===== src/rtl/drawline_if.sv =====
// Span rasteriser bus bundle: span handshake from calcline plus the frameblock Z read and pixel write ports.
// master = drawline side; slave = span source / frameblock side.
interface drawline_if;
    logic [248:0] span_data;
    logic         span_start;
    logic         span_done;
    logic         zrd_en;
    logic [9:0]   zrd_addr;
    logic [15:0]  zrd_data;
    logic         pix_we;
    logic [9:0]   pix_addr;
    logic [15:0]  pix_rgb;
    logic [15:0]  pix_z;

    modport master (
        input  span_data, span_start, zrd_data,
        output span_done, zrd_en, zrd_addr,
        output pix_we, pix_addr, pix_rgb, pix_z
    );

    modport slave (
        output span_data, span_start, zrd_data,
        input  span_done, zrd_en, zrd_addr,
        input  pix_we, pix_addr, pix_rgb, pix_z
    );
endinterface


===== src/rtl/drawline.sv =====
// drawline: vertical span rasteriser with Z test, 1 pixel/clk (stage 1 Z read, stage 2 compare/write).
// Ports: clk, rst_n (sync, active low), bus (drawline_if.master: span in, Z read, pixel write).

// One attribute accumulator step: c + nc, nc is one bit wider and signed.
module drawline_acc #(
    parameter int W     = 24,
    parameter bit CLAMP = 1'b1
) (
    input  logic [W-1:0] c,
    input  logic [W:0]   n,
    output logic [W-1:0] s
);
    // Two guard bits: enough for both the carry past max and the sign.
    logic signed [W+1:0] sum;
    logic                top_unused;

    assign sum = $signed({2'b00, c}) + $signed({n[W], n});
    assign top_unused = ^sum[W+1:W];

    always_comb begin
        s = sum[W-1:0];
        if (CLAMP) begin
            if (sum[W+1])
                s = '0;
            else if (sum[W])
                s = '1;
        end
    end
endmodule

module drawline #(
    parameter bit Z_TEST = 1'b1,
    parameter bit CLAMP  = 1'b1
) (
    input  logic      clk,
    input  logic      rst_n,
    drawline_if.master bus
);
    typedef struct packed {
        logic [7:0]  y_start;
        logic [7:0]  y_end;
        logic [2:0]  x;
        logic        pad_z;
        logic [23:0] z;
        logic [24:0] nz;
        logic        pad_r;
        logic [13:0] r;
        logic [14:0] nr;
        logic        pad_g;
        logic [14:0] g;
        logic [15:0] ng;
        logic        pad_b;
        logic [13:0] b;
        logic [14:0] nb;
        logic        pad_u;
        logic [20:0] u;
        logic [21:0] nu;
        logic        pad_v;
        logic [20:0] v;
        logic [21:0] nv;
    } span_t;

    typedef struct packed {
        logic        vld;
        logic [9:0]  addr;
        logic [15:0] rgb;
        logic [15:0] z;
    } pipe_t;

    typedef enum logic [1:0] {
        IDLE,
        RUN,
        DRAIN
    } state_t;

    state_t state_q, state_d;
    span_t  sp;
    pipe_t  pipe_q;
    logic   latch, step, zpass;
    logic   span_unused;

    logic [7:0]  y_q, yend_q;
    logic [1:0]  x_q;
    logic [23:0] z_q, z_s;
    logic [24:0] nz_q;
    logic [13:0] r_q, r_s, b_q, b_s;
    logic [14:0] nr_q, nb_q;
    logic [14:0] g_q, g_s;
    logic [15:0] ng_q;
    logic [20:0] u_q, u_s, v_q, v_s;
    logic [21:0] nu_q, nv_q;

    assign sp = bus.span_data;

    // Frameblock is 4 columns wide, so x[2] never reaches an address.
    assign span_unused = ^{sp.pad_z, sp.pad_r, sp.pad_g,
                           sp.pad_b, sp.pad_u, sp.pad_v, sp.x[2]};

    drawline_acc #(.W(24), .CLAMP(CLAMP)) u_acc_z (.c(z_q), .n(nz_q), .s(z_s));
    drawline_acc #(.W(14), .CLAMP(CLAMP)) u_acc_r (.c(r_q), .n(nr_q), .s(r_s));
    drawline_acc #(.W(15), .CLAMP(CLAMP)) u_acc_g (.c(g_q), .n(ng_q), .s(g_s));
    drawline_acc #(.W(14), .CLAMP(CLAMP)) u_acc_b (.c(b_q), .n(nb_q), .s(b_s));
    drawline_acc #(.W(21), .CLAMP(CLAMP)) u_acc_u (.c(u_q), .n(nu_q), .s(u_s));
    drawline_acc #(.W(21), .CLAMP(CLAMP)) u_acc_v (.c(v_q), .n(nv_q), .s(v_s));

    always_comb begin
        state_d = state_q;
        latch   = 1'b0;
        step    = 1'b0;
        unique case (state_q)
            IDLE: begin
                if (bus.span_start) begin
                    latch   = 1'b1;
                    state_d = (sp.y_end >= sp.y_start) ? RUN : DRAIN;
                end
            end
            RUN: begin
                step = 1'b1;
                // Leave on y_end itself so y_end=255 never wraps to 0.
                if (y_q == yend_q)
                    state_d = DRAIN;
            end
            DRAIN: state_d = IDLE;
            default: state_d = IDLE;
        endcase
    end

    // Strobes are gated by rst_n so nothing is issued in the reset cycle.
    assign zpass         = pipe_q.z < bus.zrd_data;
    assign bus.span_done = (state_q == IDLE);
    assign bus.zrd_en    = Z_TEST && step && rst_n;
    assign bus.zrd_addr  = step ? {x_q, y_q} : 10'd0;
    assign bus.pix_we    = rst_n && pipe_q.vld && (!Z_TEST || zpass);
    assign bus.pix_addr  = pipe_q.addr;
    assign bus.pix_rgb   = pipe_q.rgb;
    assign bus.pix_z     = pipe_q.z;

    always_ff @(posedge clk) begin
        if (!rst_n) begin
            state_q <= IDLE;
            pipe_q  <= '0;
            y_q     <= '0;
            yend_q  <= '0;
            x_q     <= '0;
            z_q     <= '0;
            nz_q    <= '0;
            r_q     <= '0;
            nr_q    <= '0;
            g_q     <= '0;
            ng_q    <= '0;
            b_q     <= '0;
            nb_q    <= '0;
            u_q     <= '0;
            nu_q    <= '0;
            v_q     <= '0;
            nv_q    <= '0;
        end else begin
            state_q    <= state_d;
            pipe_q.vld <= step;
            if (step) begin
                pipe_q.addr <= {x_q, y_q};
                pipe_q.rgb  <= {r_q[13:9], g_q[14:9], b_q[13:9]};
                pipe_q.z    <= {1'b0, z_q[23:9]};
            end
            if (latch) begin
                y_q    <= sp.y_start;
                yend_q <= sp.y_end;
                x_q    <= sp.x[1:0];
                z_q    <= sp.z;
                nz_q   <= sp.nz;
                r_q    <= sp.r;
                nr_q   <= sp.nr;
                g_q    <= sp.g;
                ng_q   <= sp.ng;
                b_q    <= sp.b;
                nb_q   <= sp.nb;
                u_q    <= sp.u;
                nu_q   <= sp.nu;
                v_q    <= sp.v;
                nv_q   <= sp.nv;
            end else if (step) begin
                y_q <= y_q + 8'd1;
                z_q <= z_s;
                r_q <= r_s;
                g_q <= g_s;
                b_q <= b_s;
                u_q <= u_s;
                v_q <= v_s;
            end
        end
    end
endmodule


===== src/flat_wrapper.sv =====
// flat-port wrapper written by rule: the top's interface ports become plain ports
module drawline_flat 
#(
    parameter bit Z_TEST = 1'b1,
    parameter bit CLAMP  = 1'b1
)
  (clk, rst_n, bus_span_data, bus_span_start, bus_zrd_data, bus_span_done, bus_zrd_en, bus_zrd_addr, bus_pix_we, bus_pix_addr, bus_pix_rgb, bus_pix_z);
  drawline_if bus_i ();
  input  logic clk;
  input  logic rst_n;
  input wire logic [$bits(bus_i.span_data)-1:0] bus_span_data;
  input wire logic [$bits(bus_i.span_start)-1:0] bus_span_start;
  input wire logic [$bits(bus_i.zrd_data)-1:0] bus_zrd_data;
  output wire logic [$bits(bus_i.span_done)-1:0] bus_span_done;
  output wire logic [$bits(bus_i.zrd_en)-1:0] bus_zrd_en;
  output wire logic [$bits(bus_i.zrd_addr)-1:0] bus_zrd_addr;
  output wire logic [$bits(bus_i.pix_we)-1:0] bus_pix_we;
  output wire logic [$bits(bus_i.pix_addr)-1:0] bus_pix_addr;
  output wire logic [$bits(bus_i.pix_rgb)-1:0] bus_pix_rgb;
  output wire logic [$bits(bus_i.pix_z)-1:0] bus_pix_z;
  assign bus_i.span_data = bus_span_data;
  assign bus_i.span_start = bus_span_start;
  assign bus_i.zrd_data = bus_zrd_data;
  assign bus_span_done = bus_i.span_done;
  assign bus_zrd_en = bus_i.zrd_en;
  assign bus_zrd_addr = bus_i.zrd_addr;
  assign bus_pix_we = bus_i.pix_we;
  assign bus_pix_addr = bus_i.pix_addr;
  assign bus_pix_rgb = bus_i.pix_rgb;
  assign bus_pix_z = bus_i.pix_z;
  drawline #(.Z_TEST(Z_TEST), .CLAMP(CLAMP)) u_core (.clk(clk), .rst_n(rst_n), .bus(bus_i));
endmodule

===== config.mk =====
export PLATFORM = sky130hd
export DESIGN_NAME = drawline_flat
export DESIGN_NICKNAME = d
export VERILOG_FILES = /design/src/rtl/drawline_if.sv /design/src/rtl/drawline.sv /design/src/flat_wrapper.sv
export SDC_FILE = /design/constraint.sdc
export NUM_CORES = 1
export LEC_CHECK = 0
export CAP_MARGIN = 30
export CORE_ASPECT_RATIO = 1.1
export CORE_MARGIN = 1
export CORE_UTILIZATION = 58
export DETAILED_ROUTE_END_ITERATION = 16
export DONT_BUFFER_PORTS = 1
export PLACE_DENSITY = 0.82
export SYNTH_ARGS = -nofsm -noshare
export SYNTH_HDL_FRONTEND = slang
export SYNTH_HIERARCHICAL = 1
export SYNTH_SLANG_ARGS = --single-unit

===== constraint.sdc =====
create_clock -name clk -period 6.21 [get_ports clk]
set_clock_uncertainty 0.15 [all_clocks]
set_input_delay 1.242 -clock clk [delete_from_list [all_inputs] [get_ports clk]]
set_output_delay 1.242 -clock clk [all_outputs]
set_load 0.02 [all_outputs]

[Word-level counts from Yosys, hierarchy flattened]
Cells that the tools add are included.
Storage, ports and cells
  register bits: 200
  output and inout port bits: 55
  logic and storage cells: 59
Cells by class
  add/sub/neg operators: 5
  $lt $le $gt $ge: 2
  equality and inequality tests: 4
  mux-type cells: 26
  reduce and logical (&&, ||, !) cells: 6
Operators by type and width (number)
  14-bit 2-to-1 mux: 8
  24-bit 2-to-1 mux: 4
  15-bit 2-to-1 mux: 4
  15-bit by 15-bit adder with 16-bit output: 2
  25-bit by 25-bit adder with 26-bit output: 1
  16-bit by 16-bit adder with 17-bit output: 1
  15-bit by 16-bit < comparator with 1-bit output: 1
  8-bit 2-to-1 mux: 2
  10-bit 2-to-1 mux: 1
  8-bit by 1-bit adder with 8-bit output (second input constant): 1
  8-bit equality test: 1
  8-bit greater-or-equal comparator: 1
  2-bit 2-to-1 mux: 3
  2-bit one-hot mux with 2 select lines: 1
  1-bit logical AND: 3
  1-bit 2-to-1 mux: 3
  2-bit by 1-bit equality test with 1-bit output (second input constant): 1
  2-bit zero test: 1
  2-bit by 1-bit != test with 1-bit output (second input constant): 1
  2-bit != test (second input constant): 1
  2-bit AND reduction: 1
  2-bit nonzero test: 1

[Logic depth before layout (Yosys ltp)]
  depth after elaboration: 5
  mapped depth: 14

[Modules after synthesis]
The synthesis kept the hierarchy.
Modules (own cells, without submodules)
  drawline: instances 1, cells an instance 1021, area an instance 8795.9 µm²
  drawline_acc (u_core.u_acc_b ...): instances 2, cells an instance 101, area an instance 805.8 µm²
  drawline_acc (u_core.u_acc_z): instances 1, cells an instance 177, area an instance 1312.5 µm²
  drawline_acc (u_core.u_acc_g): instances 1, cells an instance 117, area an instance 939.7 µm²

[Worst setup path after synthesis]
No wires, ideal clock.
  kind: input to output
  start: input bus_zrd_data[1]
  end: output bus_pix_we
  data arrival time: 2.367 ns
  required time: 4.818 ns
  setup slack: 2.451 ns
  stages: 6
  path buffers: 0
  path through: inv_1 > ha_1 > a2111oi_0 > nor3_1 > o21ai_0 > o2bb2ai_1
On the way
  longest elaborated chain between the ends: 2
RTL lines
  from (decl): RTL line flat_wrapper.sv:13  | input wire logic [$bits(bus_i.zrd_data)-1:0] bus_zrd_data;
  15-bit by 16-bit < comparator with 1-bit output: RTL line drawline.sv:129  | assign zpass = pipe_q.z < bus.zrd_data;
  1-bit logical AND: RTL line drawline.sv:133  | assign bus.pix_we = rst_n && pipe_q.vld && (!Z_TEST || zpass);
  to (decl): RTL line flat_wrapper.sv:17  | output wire logic [$bits(bus_i.pix_we)-1:0] bus_pix_we;
Every way passes these cells.

[Worst setup path in the final report]
Same ends and word-level chain as after synthesis.

==> flow_summary.toml <==
[synthesis]
proportion_of_synthesized_flip_flops_having_asynchronous_set_or_reset = 0
biggest_area_contributors_in_the_synthesized_netlist = "dfxtp_1 (32%), a21boi_0 (11%), nand2_1 (9.6%)"
ys_dominant_reg_cell = "dfxtp_1"
synth.largest_area_cell = "dfxtp_1"
yosysMostFrequentCell = "nand2_1"
ys_ff_latch = 200
number_of_enable_type_register_cells_in_the_synthesized_netlist = 0
synth.yosys.warnings = 6
yosysSeqAreaShare = 0.316
avgSynthCellArea_um2 = 8.35
synth_nets = 1879
netlist-cell-type-count = 76
count_of_mapped_cells_out_of_synthesis = 1517
post-synth-top-area-fraction = 0.316
post_synth_instance_area_um2 = 12700
netlist_top_cells_count = "nand2_1 (324), dfxtp_1 (200), a21boi_0 (180)"

[clocking]
postCtsHoldBufs = 0
clock_latency_ns = 0.43
clockRootBuffer = "clkbuf_16"
cts_resized = 0
cts.repair_timing.setup_buffer_count = 0
cts_num_sinks = 200
cts_buffer_depth = 2
cts_tree = "done"
cts-buffers-inserted = 17
cts-htree-levels = 4
cts.reportedPaths.clkPinSlew_ns = 0.07

[worst_hold_path]
hold_path.class = "register to register"
hold-path-cell-count = 2

[placement]
dpl.hpwl_um = 20600
dp.cells = 1684
gpl.final_weighted_congestion = 0.887
buffer_ports.inserted = 0
detailedPlace.worstSlack_ns = 2.08

[floorplanning]
top_level_ports = 323
initial_core_util = 0.592
fp-row-count = 56
die_y_um = 157
floorplan.core_area_um2 = 21400
fp.dieArea_um2 = 22400
fp.dieW_um = 143

[power]
p_leak_nw = 5.24
power.density_nw_per_um2 = 270
power.total_mw = 3.49
irDropWorstVdd_uv = 209

[global_route]
grt_pass1_wl_um = 48000
largest_net_degree_at_the_start_of_global_routing = 203
grt_remaining_overflow = 0
track_usage = 0.267
vias_in_the_first_global_route = 9764
antenna_found_initial = 1

[sta]
timing.setup.tns_ns = 0
transition_time_of_the_tightest_slew_check_pin_ns = 0.999
rsz0062_at_grt = "false"
post-route-min-period_ns = 4.06
clock.fmax_mhz = 247
fraction_of_the_cycle_the_final_worst_path_needs = 0.653
setup-violations-final = 0
timing_hold_violations_final = 0
postLayoutSetupSlackWorst_ns = 2.15
slew_headroom = 0.334
timing_max_transition_violations_final = 0

[cells_and_area]
final_net_count = 1776
synthToLayoutAreaGrowth_pct = 1.97
postLayoutCoreUtil = 0.604
proportion_of_layout_cells_with_a_drive_suffix_above_1 = 0.0659
fin_cells = 1717
nFillCells = 1861

[routing]
detailedRoute.firstPassIterationCount = 8
route.antenna.remaining_nets = 0
via_per_inst = 5.97
first_iter_violations = 616
finalWirelength_um = 30300
drc = 0
route.vias.total = 10258
detail_route.wl_per_cell_um = 17.6

[run]
maxCapViolCount = 0

[setup_path]
worst-r2r-cell-count = 14
end_kind = "primary output"
worst_path_max_delay_cell = "a2111oi_0"
wp_data_required_ns = 4.82
cp_cell_sequence = "inv_1 > ha_1 > a2111oi_0 > nor3_1 > o21ai_0 > o2bb2ai_1"
critPathMaxFanout = 1
startpoint_type = "input port"
worst-setup-path-type = "input port to primary output"
cp_data_arrival_time_ns = 2.66
cpPeakStageDelay_ns = 0.35

[outcome]
outcome = "complete, no violations"
[final timing paths]
check / startpoint / end / slack, ns
max: bus_zrd_data[1] / bus_pix_we / 2.15
min: u_core/x_q[0] / u_core/x_q[0] / 0.31
max reg2reg: u_core/z_q[0] / u_core/z_q[0] / 2.33
min reg2reg: u_core/x_q[0] / u_core/x_q[0] / 0.31
[placed cells by master (no fill, tap or decap), drive strengths merged, types with 4 or more instances in the layout]
| master | instances |
|---|---|
| and3 | 8 |
| nand2 | 325 |
| nand2b | 11 |
| or3 | 6 |
| nand4 | 8 |
| ha | 90 |
| nor3 | 14 |
| clkbuf | 19 |
| a31oi | 4 |
| nand3 | 18 |
| o311ai | 5 |
| a22oi | 70 |
| a21oi | 107 |
| inv | 48 |
| a211oi | 10 |
| a2111oi | 6 |
| fa | 4 |
| o211ai | 13 |
| xnor2 | 42 |
| dfxtp | 200 |
| buf | 9 |
| nor2 | 29 |
| o2111ai | 4 |
| o21a | 38 |
| o21ai | 28 |
| a21boi | 183 |
| and2 | 25 |
| nor2b | 8 |
| xor2 | 25 |
| a21o | 26 |
[worst max-delay path, delay by kind of cell]
family	cells	cell delay (ns)
and+or+nand+nor	1	0.13
buffers and inverters	1	0.02
AOI/OAI and AO/OA	3	0.99
adders and majority gates	1	0.28
[final cells by class]
cell class | count | area, um^2 | area share
timing repair buffer | 9 | 95.1 | 0.00737
sequential | 200 | 4000 | 0.310
tap | 290 | 363 | 0.0281
clock inverter | 12 | 164 | 0.0127
antenna | 1 | 2.50 | 0.000194
clock buffer | 19 | 443 | 0.0343
multi-input combinational | 1143 | 7680 | 0.595
inverter | 43 | 161 | 0.0125
[state kept, by name (all words and copies together) (netlist names), 8 cells and up]
| name | flops |
|---|---|
| u_core/nz_q | 25 |
| u_core/nr_q | 15 |
| u_core/nb_q | 15 |
| u_core/bus.pix_rgb | 16 |
| u_core/g_q | 15 |
| u_core/bus.pix_addr | 10 |
| u_core/bus.pix_z | 15 |
| u_core/r_q | 14 |
| u_core/b_q | 14 |
| u_core/z_q | 24 |
| u_core/ng_q | 16 |
| u_core/yend_q | 8 |
| u_core/y_q | 8 |
[cells by family after synthesis]
logic type,after synthesis,share of synthesized area
AO/OA/AOI/OAI,519,0.303
other,1,0.000296
XOR/XNOR,67,0.0487
adder cells (fa/ha/maj),94,0.0953
multiplexers,1,0.000791
buffers and inverters,174,0.0784
AND/OR/NAND/NOR,461,0.158
flip-flops,200,0.316
[report_power, final]
group	internal (mW)	leakage, nW	switching [mW]
clock network	0.651	0.289	0.522
registers	1.39	1.64	0.0933
logic	0.339	3.32	0.490
[per-layer routing]
metal	vias up	track usage	wire length [um]
met5	-	0	0
met2	329	0.462	14600
met4	0	0.0896	536
met3	45	0.0642	2210
met1	4818	0.324	12900
li1	5066	-	-
[through the flow]
stage          hold slack, ns  cell area [um^2]
3_5_place_dp            0.302             12300
6_report                0.314             12900
3_3_place_gp            0.297             12200
4_1_cts                 0.313             12900
5_1_grt                 0.338             12900
2_1_floorplan           0.289             12700
(Power assumes the default switching activity.)
